### src/rtl/vram_pkg.sv
// Shared types and widths for the VRAM bridge: Avalon address/data widths,
// the bridge FSM state encoding and the write-FIFO entry layout.
`timescale 1ns/1ps
package vram_pkg;

    localparam int VRAM_AW = 16;
    localparam int VRAM_DW = 16;

    typedef enum logic [1:0] {
        ST_IDLE  = 2'd0,
        ST_WR    = 2'd1,
        ST_RD    = 2'd2,
        ST_RWAIT = 2'd3
    } state_t;

    typedef struct packed {
        logic [VRAM_AW-1:0] addr;
        logic [VRAM_DW-1:0] data;
    } wr_entry_t;

endpackage

### src/rtl/vram_wfifo.sv
// Write-request FIFO: power-of-two depth, pointers one bit wider than the index
// so full/empty come straight from the pointer MSB difference.
`timescale 1ns/1ps
module vram_wfifo
    import vram_pkg::*;
#(
    parameter int DEPTH = 8
) (
    input  logic                    clk,
    input  logic                    reset_n,
    input  logic                    i_push,
    input  wr_entry_t               i_entry,
    input  logic                    i_pop,
    output logic                    o_full,
    output logic                    o_empty,
    output wr_entry_t               o_head,
    output logic [$clog2(DEPTH):0]  o_count
);

    localparam int PW = $clog2(DEPTH);

    wr_entry_t   r_mem [DEPTH];
    logic [PW:0] r_wptr;
    logic [PW:0] r_rptr;
    logic        w_do_push;
    logic        w_do_pop;

    assign w_do_push = i_push && !o_full;
    assign w_do_pop  = i_pop && !o_empty;

    // NOTE: registered state uses <= so every flop samples pre-edge values.
    always_ff @(posedge clk or negedge reset_n) begin
        if (!reset_n) begin
            r_wptr <= '0;
            r_rptr <= '0;
        end else begin
            if (w_do_push) r_wptr <= r_wptr + 1'b1;
            if (w_do_pop)  r_rptr <= r_rptr + 1'b1;
        end
    end

    // NOTE: storage is left unreset; the pointers alone decide which slots are valid.
    always_ff @(posedge clk) begin
        if (w_do_push) r_mem[r_wptr[PW-1:0]] <= i_entry;
    end

    assign o_empty = (r_wptr == r_rptr);
    assign o_full  = (r_wptr[PW] != r_rptr[PW]) && (r_wptr[PW-1:0] == r_rptr[PW-1:0]);
    assign o_head  = r_mem[r_rptr[PW-1:0]];
    assign o_count = r_wptr - r_rptr;

endmodule

### src/rtl/vram_bridge.sv
// Bridges a simple write-posted / single-outstanding-read port onto an Avalon-MM
// SDRAM master. Queued writes always drain ahead of a read accepted after them.
`timescale 1ns/1ps
module vram_bridge
    import vram_pkg::*;
#(
    parameter int WDEPTH = 8
) (
    input  logic               clk,
    input  logic               reset_n,
    input  logic               write,
    input  logic [VRAM_AW-1:0] writeaddr,
    input  logic [VRAM_DW-1:0] writedata,
    output logic               wr_full,
    input  logic               read,
    input  logic [VRAM_AW-1:0] readaddr,
    output logic [VRAM_DW-1:0] readdata,
    output logic               rd_empty,
    output logic [VRAM_AW-1:0] avm_address,
    output logic               avm_write,
    output logic               avm_read,
    output logic [VRAM_DW-1:0] avm_writedata,
    input  logic [VRAM_DW-1:0] avm_readdata,
    input  logic               avm_waitrequest,
    input  logic               avm_readdatavalid
);

    localparam int CW = $clog2(WDEPTH) + 1;

    state_t             r_state;
    state_t             w_next;
    logic               r_rd_pending;
    logic [VRAM_AW-1:0] r_rd_addr;
    logic [CW-1:0]      r_wr_barrier;
    logic [VRAM_DW-1:0] r_readdata;
    logic               r_rd_empty;

    logic               w_push;
    logic               w_pop;
    logic               w_rd_accept;
    logic               w_rd_done;
    logic               w_fifo_full;
    logic               w_fifo_empty;
    logic [CW-1:0]      w_fifo_count;
    logic               w_wr_more;
    logic               w_barrier_clear;
    wr_entry_t          w_entry;
    wr_entry_t          w_head;

    assign w_entry     = '{addr: writeaddr, data: writedata};
    assign w_push      = write && !w_fifo_full;
    assign w_pop       = (r_state == ST_WR) && !avm_waitrequest;
    assign w_rd_accept = read && !r_rd_pending;
    assign w_rd_done   = (r_state == ST_RWAIT) && avm_readdatavalid;
    assign w_wr_more   = (w_fifo_count > CW'(1)) || w_push;
    // Barrier = writes queued ahead of the pending read; zero means the read may go.
    assign w_barrier_clear = r_rd_pending && (r_wr_barrier == '0);

    vram_wfifo #(
        .DEPTH (WDEPTH)
    ) u_wfifo (
        .clk     (clk),
        .reset_n (reset_n),
        .i_push  (w_push),
        .i_entry (w_entry),
        .i_pop   (w_pop),
        .o_full  (w_fifo_full),
        .o_empty (w_fifo_empty),
        .o_head  (w_head),
        .o_count (w_fifo_count)
    );

    always_ff @(posedge clk or negedge reset_n) begin
        if (!reset_n) r_state <= ST_IDLE;
        else          r_state <= w_next;
    end

    // NOTE: w_next gets a default before the case so no path can infer a latch.
    always_comb begin
        w_next = r_state;
        case (r_state)
            ST_IDLE: begin
                if (!w_fifo_empty && !w_barrier_clear) w_next = ST_WR;
                else if (r_rd_pending)                 w_next = ST_RD;
            end
            ST_WR: begin
                if (w_pop) begin
                    if (r_rd_pending && (r_wr_barrier == CW'(1))) w_next = ST_IDLE;
                    else if (w_wr_more)                           w_next = ST_WR;
                    else                                          w_next = ST_IDLE;
                end
            end
            ST_RD: begin
                if (!avm_waitrequest) w_next = ST_RWAIT;
            end
            ST_RWAIT: begin
                if (avm_readdatavalid) w_next = ST_IDLE;
            end
            default: w_next = ST_IDLE;
        endcase
    end

    always_comb begin
        avm_write     = 1'b0;
        avm_read      = 1'b0;
        avm_address   = '0;
        avm_writedata = '0;
        case (r_state)
            ST_WR: begin
                avm_write     = 1'b1;
                avm_address   = w_head.addr;
                avm_writedata = w_head.data;
            end
            ST_RD: begin
                avm_read    = 1'b1;
                avm_address = r_rd_addr;
            end
            default: ;
        endcase
    end

    always_ff @(posedge clk or negedge reset_n) begin
        if (!reset_n) begin
            r_rd_pending <= 1'b0;
            r_rd_addr    <= '0;
            r_wr_barrier <= '0;
            r_rd_empty   <= 1'b1;
            r_readdata   <= '0;
        end else begin
            if (w_rd_accept) begin
                r_rd_pending <= 1'b1;
                r_rd_addr    <= readaddr;
                r_rd_empty   <= 1'b1;
                r_wr_barrier <= w_fifo_count + CW'(w_push) - CW'(w_pop);
            end else if (w_pop && r_rd_pending && (r_wr_barrier != '0)) begin
                r_wr_barrier <= r_wr_barrier - 1'b1;
            end
            if (w_rd_done) begin
                r_rd_pending <= 1'b0;
                r_rd_empty   <= 1'b0;
                r_readdata   <= avm_readdata;
            end
        end
    end

    assign wr_full  = w_fifo_full;
    assign rd_empty = r_rd_empty;
    assign readdata = r_readdata;

endmodule
### config.mk
export PLATFORM = sky130hd
export DESIGN_NAME = vram_bridge
export DESIGN_NICKNAME = d
export VERILOG_FILES = /design/src/rtl/vram_pkg.sv /design/src/rtl/vram_wfifo.sv /design/src/rtl/vram_bridge.sv
export SDC_FILE = /design/constraint.sdc
export NUM_CORES = 1
export LEC_CHECK = 0
export BUFFER_PORTS_ARGS = -buffer_cell sky130_fd_sc_hd__buf_2
export CAP_MARGIN = 25
export CORE_MARGIN = 2
export CORE_UTILIZATION = 60
export CTS_BUF_LIST = sky130_fd_sc_hd__clkbuf_8
export DETAILED_ROUTE_END_ITERATION = 8
export PLACE_DENSITY = 0.81
export SETUP_SLACK_MARGIN = 0.1
export SYNTH_ARGS = -nofsm -noshare
export SYNTH_HDL_FRONTEND = slang
export SYNTH_HIERARCHICAL = 1
export SYNTH_SLANG_ARGS = --single-unit
### constraint.sdc
create_clock -name clk -period 7.55 [get_ports clk]
set_input_delay 1.1325 -clock clk [delete_from_list [all_inputs] [get_ports clk]]
set_output_delay 1.1325 -clock clk [all_outputs]
set_load 0.01 [all_outputs]
-- Word-level counts from Yosys, hierarchy flattened
Memory sizes are Yosys's and may differ from the RTL's.
Cells that the tools add are included.
- equality and inequality tests: 11
- add/subtract/negate cells: 6
- magnitude comparators: 1
- reductions and logical operators: 24
- multiplexer cells: 18
- operator list (operator ; count):
    $pmux 16 s2 ; 1
    $mux 16 ; 1
    $logic_and 1x1->1 ; 12
    $mux 2 ; 5
    $add 4x1->4 const B ; 2
    $mux 1 ; 8
    $mux 4 ; 2
    $pmux 2 s4 ; 1
    $logic_not 1->1 ; 5
    $add 4x1->4 ; 1
    $eq 2x2->1 const B ; 2
    $eq 4x1->1 const B ; 1
    $eq 4x4->1 ; 1
    $gt 4x1->1 const B ; 1
    $logic_not 4->1 ; 1
    $ne 2x2->1 const B ; 2
    $reduce_and 4->1 ; 1
    $reduce_bool 2->1 ; 2
    $reduce_bool 4->1 ; 1
    $sub 4x1->4 ; 1
    $sub 4x1->4 const B ; 1
    $sub 4x4->4 ; 1
    $eq 3x3->1 ; 1
    $ne 3x3->1 const B ; 1
    other kinds (5) ; 5
- logic and storage cells: 69
- memories: 1
- register bits after elaboration: 48
- memory bits (writable): 256
- memory list (memory ; depth ; width ; rd ports ; clocked after Yosys merged registers in ; write ports ; RTL line ; source):
    u_wfifo.r_mem ; 8 ; 32 ; 1 ; 0 ; 1 ; vram_wfifo.sv:22 ; wr_entry_t r_mem [DEPTH];

-- Longest topological paths before layout
- depth in word-level cells: 9
- depth in mapped cells: 13

-- Hierarchy
The synthesis kept the hierarchy.
- modules (own cells, without submodules) (module ; cells an instance ; seq. area each (sq um) ; area an instance (sq um) ; instances):
    vram_wfifo ; 495 ; 7887.6 ; 10163.5 ; 1
    vram_bridge ; 199 ; 1002.2 ; 2265.9 ; 1

-- Least setup slack after synthesis
Ideal clock, no wire load.
- kind: reg-to-reg
- start point: register u_wfifo.r_rptr[2]
- end point: memory u_wfifo/r_mem[0][0] (netlist bit), enable pin
- cell stages (with the launch flop): 10
- arrival: 5.081 ns
- required time: 7.049 ns
- library setup time: 0.501 ns
- period minus slack after synthesis: 5.582 ns
- buffers on the path: 2
- setup slack: 1.968 ns
- path through: dfrtp_1 > clkbuf_1 > clkinv_1 > clkbuf_1 > ha_1 > nand3_1 > nor2_1 > nor2b_1 > o21ai_2 > nor4_1
- cells in the longest elaborated chain, start to end: 7
- ends and longest elaborated chain (element ; RTL line ; source):
    start, declared ; vram_wfifo.sv:24 ; logic [PW:0] r_rptr;
    start signal, assigned ; vram_wfifo.sv:38 ; if (w_do_pop) r_rptr <= r_rptr + 1'b1;
    $eq 3x3->1 ; vram_wfifo.sv:48 ; assign o_full = (r_wptr[PW] != r_rptr[PW]) && (r_wptr[PW-1:0] == r_rptr[PW-1:0]);
    $logic_and 1x1->1 ; vram_wfifo.sv:48 ;
    named net wr_full ; vram_bridge.sv:14 ; output logic wr_full,
    $logic_not 1->1 ; vram_bridge.sv:51 ; assign w_push = write && !w_fifo_full;
    $logic_and 1x1->1 ; vram_bridge.sv:51 ;
    named net w_push ; vram_bridge.sv:38 ; logic w_push;
    $logic_and 1x1->1 ; vram_wfifo.sv:28 ; assign w_do_push = i_push && !o_full;
    $mux 1 ; vram_wfifo.sv:44 ; if (w_do_push) r_mem[r_wptr[PW-1:0]] <= i_entry;
    $mux 1 (implied by the code) ; vram_wfifo.sv:44 ;
    end, declared ; vram_wfifo.sv:22 ;
The timed path passes the listed nets, and every way through them passes these cells.

==> impl_results.md <==
* CP Launch Type: register
* Port buffer count at roughly 120
* Peak VDD IR at around 0.23 mV
* Vias in the first global route at 7055
* CTS buffer count at 47
* Core Area at roughly 0.02 mm2
* Fmax at around 230 MHz
* Final Hold Violating Endpoints at 0
* Layout cells sized above 1 at 0.344
* Crit path buf inv count at 2
* Gr ovfl total at 0
* RSZ-0062 raised after global routing: no
* Largest area contributor in the netlist: edfxtp_1
* Max Slew Vio Count at 0
* Critical path's slowest cell: dfrtp_4
* Syn_nets at between 700 and 800
* Post-synthesis sequential area ratio at 0.715
* Total track usage at 0.234
* Commonest cells after routing, fill and taps aside: edfxtp_1, buf_2, nand2_1
* Synth Register Bits at 304
* Chip height at ~150 um
* WL/cell at between 20 and 25 um
* WP data arrival at between 3 and 4 ns
* Placer's final routability congestion estimate at 0.763
* Number of flops mapped to enable cells by yosys at about 260
* Num rows at 52
* Leakage at about 5.4 nW
* Yosys cell types at 45
* Synth-to-Final Area Change at 15.4%
* Die width at roughly 150 um
* Reg2reg end: u_wfifo/r_mem[6][18]$_DFFE_PP_
* Clock latency on the worst-skew pair at about 0.56 ns
* Post-synthesis async set-or-reset flop share at 0.158
* Root Buffer: clkbuf_8
* Required @ worst endpoint at 6.42 ns
* Largest net degree at the start of global routing at 50
* Die ar. at ~0.022 mm2
* Worst R2R Setup Slack at ~4.2 ns
* DRC at 0
* Clock transition at the registers of the reported paths at about 0.06 ns
* Post-route minimum period at 4.41 ns
* Net count, final at between 900 and 1000
* 1st-pass router iterations at 5
* Slew @ Worst Pin at approximately 0.80 ns
* First-pass GRT wire length at around 39000 um
* # IOs at about 120
* Tcrit/Tclk final at 0.584
* Power Density at a little over 400 mW/mm2
* R2R Path Start: u_wfifo/r_rptr[0]$_DFFE_PN0P_
* Top Family by Delay on Critical Path: buffers and inverters
* Slew HR at 0.465
* Worst path cell trace: buf_4, mux4_2, nand2_1, nand2_1, a22oi_1, nor2b_1, buf_2
* Top-area cell type share of the netlist area at 0.618
* Crit path kind: reg -> out
* Via count at between 6000 and 7000
* Setup ws final at 3.14 ns
* Antenna-violating nets left at 0
* Setup Skew at 0.0189 ns
* Syn_area_per_cell at 17.9 um2
* Hold_buf cts at 0
* Resized cells post-CTS at 0
* CP Max Fanout at 41
* Largest stage delay, worst path at 0.79 ns
* TritonCTS clock tree: done
* Endpoint class of the critical path: primary output
* DP HPWL at between 15000 and 20000 um
* Hold wc startpoint: r_rd_addr[10]$_DFFE_PN0P_
* Status: finished clean
* Post-CTS setup buffers at 0
* Iteration-0 DRC Markers at between 400 and 500
* Mapped Cells at around 690
* # setup viols final at 0
* DR vias/cell at roughly 5.8
* Clock Sinks at between 300 and 400
* DP Worst Slack at roughly 3.6 ns
* Max-Cap Viols at 0
* Maximum clock path buffer count at 3
* Type of the most critical hold path: reg -> reg
* H-tree depth at 2
* Worst Hold Path EP: r_rd_addr[10]$_DFFE_PN0P_
* Most common cell after layout, fill and taps aside: edfxtp_1
* Ys Warns at 6
* Synth area leaders: edfxtp_1, mux4_2, dfrtp_1
* Crit path top cell by count: nand2_1
* Initial antenna violation count at 2
* Setup TNS at 0 ns
* Cell depth of the worst flop-to-flop path at 7
* Total wire length at between 20000 and 25000 um
* Hold Path Cell Cnt at 1
* Initial Util at 0.612
* Synthesized cell area at ~0.012 mm2
* Synth Flop Type: edfxtp_1
## cell usage after synthesis, drive strengths merged, types with 3 or more instances
library cell    n
edfxtp        256
nand2         102
mux4           64
dfrtp          47
mux2           35
buf            21
inv            21
ha             19
nor2b          19
a22oi          16
and2           16
clkbuf         11
xnor2          11
nor2           10
o21ai           6
a21oi           4
nand3           4
nor3            4
xor2            4
mux2i           3
## where the power goes
part | switching, W | internal, W | leakage (nW)
Clock | 0.000606 | 0.000696 | 0.538
Combinational | 0.00120 | 0.000987 | 1.97
Sequential | 0.000207 | 0.00220 | 2.89
Total | 0.00201 | 0.00389 | 5.39
## metrics by stage
step,instance area (um2),std cells,utilization,hold WS [ns],power [W]
after floorplan,12400,694,-,0.459,0.00395
after global placement,13300,1067,0.658,0.472,0.00451
after detailed placement,13400,1071,0.661,0.479,0.00464
after CTS,14300,1159,0.706,0.494,0.00595
after global routing,14300,1159,0.706,0.499,0.00624
final,14300,1161,0.707,0.492,0.00590
## state kept, by name (all words and copies together), names as in the netlist
signal,flops
u_wfifo/r_mem,256
r_rd_addr,16
readdata,16
r_wr_barrier,4
u_wfifo/r_rptr,4
u_wfifo/r_wptr,4
r_state,2
r_rd_pending,1
rd_empty,1
## final cells by class
| class | count | area, um2 |
|---|---|---|
| sequential | 304 | 8890 |
| timing repair buffer | 139 | 786 |
| multi-input combinational | 336 | 3320 |
| fill | 1269 | 5960 |
| clock inverter | 37 | 214 |
| inverter | 22 | 82.6 |
| antenna | 2 | 5.00 |
| clock buffer | 51 | 702 |
| tap | 270 | 338 |
## how the worst max path moves through the flow
stage | from | depth (start not counted) | slack (ns) | endpoint
after floorplan | u_wfifo/r_rptr[2]$_DFFE_PN0P_ | 9 | 1.97 | u_wfifo/r_mem[0][0]$_DFFE_PP_
after global placement | u_wfifo/r_rptr[0]$_DFFE_PN0P_ | 7 | 3.68 | avm_address[9]
after detailed placement | u_wfifo/r_rptr[0]$_DFFE_PN0P_ | 7 | 3.62 | avm_address[9]
after CTS | u_wfifo/r_rptr[0]$_DFFE_PN0P_ | 7 | 3.04 | avm_address[9]
after global routing | u_wfifo/r_rptr[0]$_DFFE_PN0P_ | 7 | 2.82 | avm_address[9]
final | u_wfifo/r_rptr[0]$_DFFE_PN0P_ | 7 | 3.14 | avm_address[9]
## logic make-up (layout without fill, tap and decap cells)
group	count (synthesis)	count (layout)	synth area share
flops	304	304	0.715
simple gates	161	161	0.0586
mux	102	102	0.150
buf+inv	54	249	0.0214
compound gates	37	37	0.0217
fa+ha+maj	21	21	0.0223
xor+xnor	15	15	0.0106
other cells	0	2	0
## per-layer routing
| metal | GRT usage | vias to the layer above | wire [um] | part of all wire |
|---|---|---|---|---|
| li1 | - | 2979 | - | - |
| met1 | 0.314 | 3443 | 9960 | 0.40 |
| met2 | 0.395 | 267 | 12600 | 0.51 |
| met3 | 0.0466 | 47 | 1820 | 0.073 |
| met4 | 0.0729 | 0 | 518 | 0.021 |
| met5 | 0 | - | 0 | 0 |
Note: power is estimated with default switching activity, not from simulation.
